**src/rtl/axil_master_cmd.sv**
```systemverilog
// Single-outstanding AXI-Lite master: turns a valid/ready command into one AXI-Lite
// read or write and returns the data/response on a valid/ready response port.
module axil_master_cmd #(
  parameter int AXI_DATA_WIDTH = 32,
  parameter int AXI_ADDR_WIDTH = 32
) (
  input  logic                          aclk,
  input  logic                          areset,
  // command port
  input  logic                          cmd_valid,
  output logic                          cmd_ready,
  input  logic                          cmd_write,
  input  logic [AXI_ADDR_WIDTH-1:0]     cmd_addr,
  input  logic [AXI_DATA_WIDTH-1:0]     cmd_wdata,
  input  logic [AXI_DATA_WIDTH/8-1:0]   cmd_wstrb,
  // response port
  output logic                          rsp_valid,
  input  logic                          rsp_ready,
  output logic                          rsp_write,
  output logic [AXI_DATA_WIDTH-1:0]     rsp_rdata,
  output logic [1:0]                    rsp_resp,
  // AXI-Lite write address
  output logic [AXI_ADDR_WIDTH-1:0]     m_axil_awaddr,
  output logic                          m_axil_awvalid,
  input  logic                          m_axil_awready,
  // AXI-Lite write data
  output logic [AXI_DATA_WIDTH-1:0]     m_axil_wdata,
  output logic [AXI_DATA_WIDTH/8-1:0]   m_axil_wstrb,
  output logic                          m_axil_wvalid,
  input  logic                          m_axil_wready,
  // AXI-Lite write response
  input  logic [1:0]                    m_axil_bresp,
  input  logic                          m_axil_bvalid,
  output logic                          m_axil_bready,
  // AXI-Lite read address
  output logic [AXI_ADDR_WIDTH-1:0]     m_axil_araddr,
  output logic                          m_axil_arvalid,
  input  logic                          m_axil_arready,
  // AXI-Lite read data
  input  logic [AXI_DATA_WIDTH-1:0]     m_axil_rdata,
  input  logic [1:0]                    m_axil_rresp,
  input  logic                          m_axil_rvalid,
  output logic                          m_axil_rready
);

  typedef enum logic [2:0] {
    IDLE    = 3'd0,
    WR      = 3'd1,
    WR_RESP = 3'd2,
    RD_ADDR = 3'd3,
    RD_DATA = 3'd4,
    RSP     = 3'd5
  } state_t;

  state_t state;

  assign cmd_ready = (state == IDLE) && !areset;

  always_ff @(posedge aclk) begin
    if (areset) begin
      state          <= IDLE;
      m_axil_awaddr  <= '0;
      m_axil_awvalid <= 1'b0;
      m_axil_wdata   <= '0;
      m_axil_wstrb   <= '0;
      m_axil_wvalid  <= 1'b0;
      m_axil_bready  <= 1'b0;
      m_axil_araddr  <= '0;
      m_axil_arvalid <= 1'b0;
      m_axil_rready  <= 1'b0;
      rsp_valid      <= 1'b0;
      rsp_write      <= 1'b0;
      rsp_rdata      <= '0;
      rsp_resp       <= 2'b00;
    end else begin
      case (state)
        IDLE: begin
          if (cmd_valid) begin
            if (cmd_write) begin
              m_axil_awaddr  <= cmd_addr;
              m_axil_wdata   <= cmd_wdata;
              m_axil_wstrb   <= cmd_wstrb;
              m_axil_awvalid <= 1'b1;
              m_axil_wvalid  <= 1'b1;
              state          <= WR;
            end else begin
              m_axil_araddr  <= cmd_addr;
              m_axil_arvalid <= 1'b1;
              state          <= RD_ADDR;
            end
          end
        end
        WR: begin
          // AW and W retire independently; leave once neither is still pending.
          if (m_axil_awvalid && m_axil_awready) m_axil_awvalid <= 1'b0;
          if (m_axil_wvalid && m_axil_wready)   m_axil_wvalid  <= 1'b0;
          if ((!m_axil_awvalid || m_axil_awready) && (!m_axil_wvalid || m_axil_wready)) begin
            m_axil_bready <= 1'b1;
            state         <= WR_RESP;
          end
        end
        WR_RESP: begin
          if (m_axil_bvalid) begin
            rsp_resp      <= m_axil_bresp;
            rsp_rdata     <= '0;
            rsp_write     <= 1'b1;
            rsp_valid     <= 1'b1;
            m_axil_bready <= 1'b0;
            state         <= RSP;
          end
        end
        RD_ADDR: begin
          if (m_axil_arready) begin
            m_axil_arvalid <= 1'b0;
            m_axil_rready  <= 1'b1;
            state          <= RD_DATA;
          end
        end
        RD_DATA: begin
          if (m_axil_rvalid) begin
            rsp_rdata     <= m_axil_rdata;
            rsp_resp      <= m_axil_rresp;
            rsp_write     <= 1'b0;
            rsp_valid     <= 1'b1;
            m_axil_rready <= 1'b0;
            state         <= RSP;
          end
        end
        RSP: begin
          if (rsp_ready) begin
            rsp_valid <= 1'b0;
            state     <= IDLE;
          end
        end
        default: state <= IDLE;
      endcase
    end
  end

endmodule

```
**config.mk**
```make
export PLATFORM = sky130hd
export DESIGN_NAME = axil_master_cmd
export DESIGN_NICKNAME = d
export VERILOG_FILES = /design/src/rtl/axil_master_cmd.sv
export SDC_FILE = /design/constraint.sdc
export NUM_CORES = 1
export LEC_CHECK = 0
export BUFFER_PORTS_ARGS = -buffer_cell sky130_fd_sc_hd__buf_4
export CAP_MARGIN = 25
export CORE_ASPECT_RATIO = 1.2
export CORE_MARGIN = 2
export CORE_UTILIZATION = 25
export DETAILED_ROUTE_END_ITERATION = 12
export GPL_TIMING_DRIVEN = 0
export MAX_ROUTING_LAYER = met4
export SLEW_MARGIN = 20
export SYNTH_ARGS = -nofsm -noshare
export SYNTH_HDL_FRONTEND = slang
export SYNTH_SLANG_ARGS = --single-unit
```
**constraint.sdc**
```tcl
create_clock -name aclk -period 1.35 [get_ports aclk]
set_input_delay 0.2025 -clock aclk [delete_from_list [all_inputs] [get_ports aclk]]
set_output_delay 0.2025 -clock aclk [all_outputs]
set_load 0.02 [all_outputs]
```
==> results.py <==
metrics = {
    "final_layout": {
        "fillCellCount": 1857,
        "fin_cells": 1266,
        "most-common-layout-cells": "266 x buf_4, 141 x dfxtp_1, 106 x a21oi_2",
        "stdcell_area_um2": 10900,
        "syn_to_final_growth_pct": 107,
        "layout_commonest_cell": "buf_4",
        "drive_gt1_share_pct": 67.8,
        "final_nets": 1097,
        "antenna_cells": 0,
    },
    "die": {
        "dieWidth_um": 136,
        "design.portCount": 256,
        "start_util_pct": 25.3,
        "die_y_um": 163,
        "dieArea_um2": 22200,
        "core_um2": 20800,
        "rows": 58,
    },
    "drt": {
        "vias": 5895,
        "dr.pass1.iters": 4,
        "drt_iter0_drc": 198,
        "antenna_left": 0,
        "wl_um": 22300,
        "drt_drc_violations_left": 0,
        "wire_per_inst_um": 17.6,
        "vias_per_cell": 4.66,
    },
    "timing": {
        "clock_skew_ns": 0.00885,
        "slew_headroom_pct": 34.9,
        "fin_setup_tns_ns": -15.11,
        "slew_viol_final": 0,
        "period_share_pct": 115,
        "tightest_slew_ns": 0.977,
        "finalWorstSetupSlack_ns": -0.209,
        "rsz0062_at_grt": "yes",
        "finalSetupViolCount": 138,
        "fmax_ghz": 0.641,
        "finalCriticalPeriod_ns": 1.56,
        "hold_viol": 0,
    },
    "logic_synthesis": {
        "yosysTopAreaCellShare_pct": 54.8,
        "yosys.cell_types.count": 32,
        "syn_nets": 769,
        "synth.area.top_cells": "dfxtp_1 55%, nand2_1 17%, a21oi_1 13%, nand3_1 3.4%, clkbuf_1 1.9%",
        "synth-edff-count": 0,
        "yosysTopAreaCell": "dfxtp_1",
        "synth_ff_type": "dfxtp_1",
        "syn-cell-area_um2": 5260,
        "synthCells": 655,
        "synth.avg_cell_area_um2": 8.03,
        "postSynth.asyncResetShare_pct": 0,
        "synth_warnings": 0,
        "yosysSeqAreaShare_pct": 54.8,
        "ys_seq_elements": 144,
    },
    "setup_path": {
        "critPathLaunchType": "flop",
        "crit_cells": 3,
        "critPathKind": "reg2out",
        "required_ns": 1.15,
        "crit_path_top_delay_cell": "dfxtp_4",
        "end_kind": "primary output",
        "r2r_end": "rsp_rdata[28]$_SDFFE_PP0P_",
        "crit_start": "state[2]$_SDFFE_PP0P_",
        "worstSetupEndpoint": "cmd_ready",
        "r2r_cells": 9,
        "cp.buffers_inverters": 2,
        "critPathTopFamily": "flip-flops",
        "reg2reg_from": "state[2]$_SDFFE_PP0P_",
        "path_cells": "buf_8 > nor4_4 > buf_4",
        "crit_arrival_ns": 1.36,
        "cp_max_fo": 5,
        "slowest_delay_ns": 0.36,
        "reg2reg_slack_ns": -0.18,
    },
    "global_routing": {
        "grt-ovfl-total": 0,
        "first_global_vias": 5596,
        "grt_max_degree": 17,
        "grt_pass1_wl_um": 31000,
        "antenna_found_initial": 0,
        "grt.total_usage_pct": 18.9,
    },
    "placed_design": {
        "post_dp_cell_area_um2": 7520,
        "dp_cells": 1179,
        "io_buffers": 254,
        "place_congestion": 0.822,
        "dp_hpwl_um": 13900,
    },
    "clock_network": {
        "clkTransAtPathRegs_ns": 0.06,
        "clock-sinks": 144,
        "clock_latency_ns": 0.42,
        "cts_buffer_depth": 2,
        "h-tree-depth": 4,
        "cts-root-buf": "clkbuf_16",
        "cts_made_buffers": 17,
        "cts_tree": "yes",
    },
    "pwr": {
        "vdd_drop_max_mv": 0.896,
        "p_per_area_nw_per_um2": 1600,
        "power_mw": 17.4,
        "leakagePower_nw": 4.67,
    },
    "run": {
        "drv_cap": 0,
    },
    "outcome": {
        "status": "complete, but fails checks",
        "violations": "negative setup slack",
    },
    "min_path": {
        "hold_path.class": "in2reg",
    },
}
sequential cells by signal, summed over array words and instances (netlist names), 2 cells and up:
register / count
m_axil_araddr: 32
m_axil_awaddr: 32
m_axil_wdata: 32
m_axil_wstrb: 4
rsp_rdata: 32
rsp_resp: 2
state: 3
kinds of logic after synthesis:
family / share of synthesized area, %
DFF: 54.8
muxes: 0.571
AOI/OAI and AO/OA: 15.1
buffers and inverters: 5.23
and+or+nand+nor: 24.3
stage by stage:
step	util [%]	hold slack (ns)	setup slack (ns)
detailed placement	36.1	0.426	-0.600
CTS	46.3	0.00402	-0.241
finish	52.2	0.0199	-0.209
global placement	36.1	0.417	-0.609
floorplan	-	0.318	0.00162
global route	52.2	0.0136	-0.252
layer usage:
metal | global-route usage [%] | up-vias | wire length, um
li1 | - | 2837 | -
met1 | 22.0 | 2844 | 9080
met2 | 32.0 | 188 | 11600
met3 | 4.11 | 26 | 1100
met4 | 6.11 | 0 | 441
met5 | - | - | 0
Yosys cell counts, types with 2 or more instances:
cell	count
a211oi_1	2
a21oi_1	139
buf_2	16
buf_4	2
buf_6	7
clkbuf_1	27
dfxtp_1	144
mux2i_1	3
nand2_1	241
nand2b_1	4
nand3_1	36
nor2_1	9
nor2b_1	5
o21ai_0	2
how the worst min path moves through the flow:
stage	from	end	slack, ns	cells past startpoint
after global routing	cmd_wdata[12]	m_axil_wdata[12]$_SDFFE_PP0P_	0.01	3
after detailed placement	rsp_ready	rsp_valid$_SDFFE_PP0P_	0.43	2
final	cmd_wdata[12]	m_axil_wdata[12]$_SDFFE_PP0P_	0.02	3
after CTS	cmd_wdata[6]	m_axil_wdata[6]$_SDFFE_PP0P_	0.004	3
after global placement	rsp_ready	rsp_valid$_SDFFE_PP0P_	0.42	2
after floorplan	rsp_ready	rsp_valid$_SDFFE_PP0P_	0.32	1
power breakdown:
part           internal [mW]  switching [mW]
Combinational           3.41            3.51
Clock                   3.48            1.85
Sequential              4.72           0.388
Total                   11.6            5.75
repair_timing:
| item | 4_1_cts | 5_1_grt |
|---|---|---|
| hold endpoints to repair | 1 | 0 |
| pin swaps | 109 | 173 |
| gates cloned | 23 | 5 |
| endpoints found under the setup margin | 144 | 145 |
| buffers inserted | 29 | 8 |
| resized for setup | 218 | 335 |
| hold buffers | 1 | 0 |
tightest hold or removal path, cell delays in order:
cell	delay [ns]
buf_4	0.11
nand2_2	0.05
a21oi_2	0.04
cell type report:
| type | count | area [um2] | share of cell area [%] |
|---|---|---|---|
| flip-flops and latches | 144 | 2890 | 26.6 |
| multi-input cells | 462 | 3620 | 33.3 |
| clock buffers | 23 | 488 | 4.49 |
| plain buffers | 47 | 581 | 5.34 |
| clock inverters | 9 | 178 | 1.63 |
| well taps | 270 | 338 | 3.11 |
| repair buffers | 311 | 2780 | 25.6 |
No activity file was read; power rests on OpenSTA's default activity.
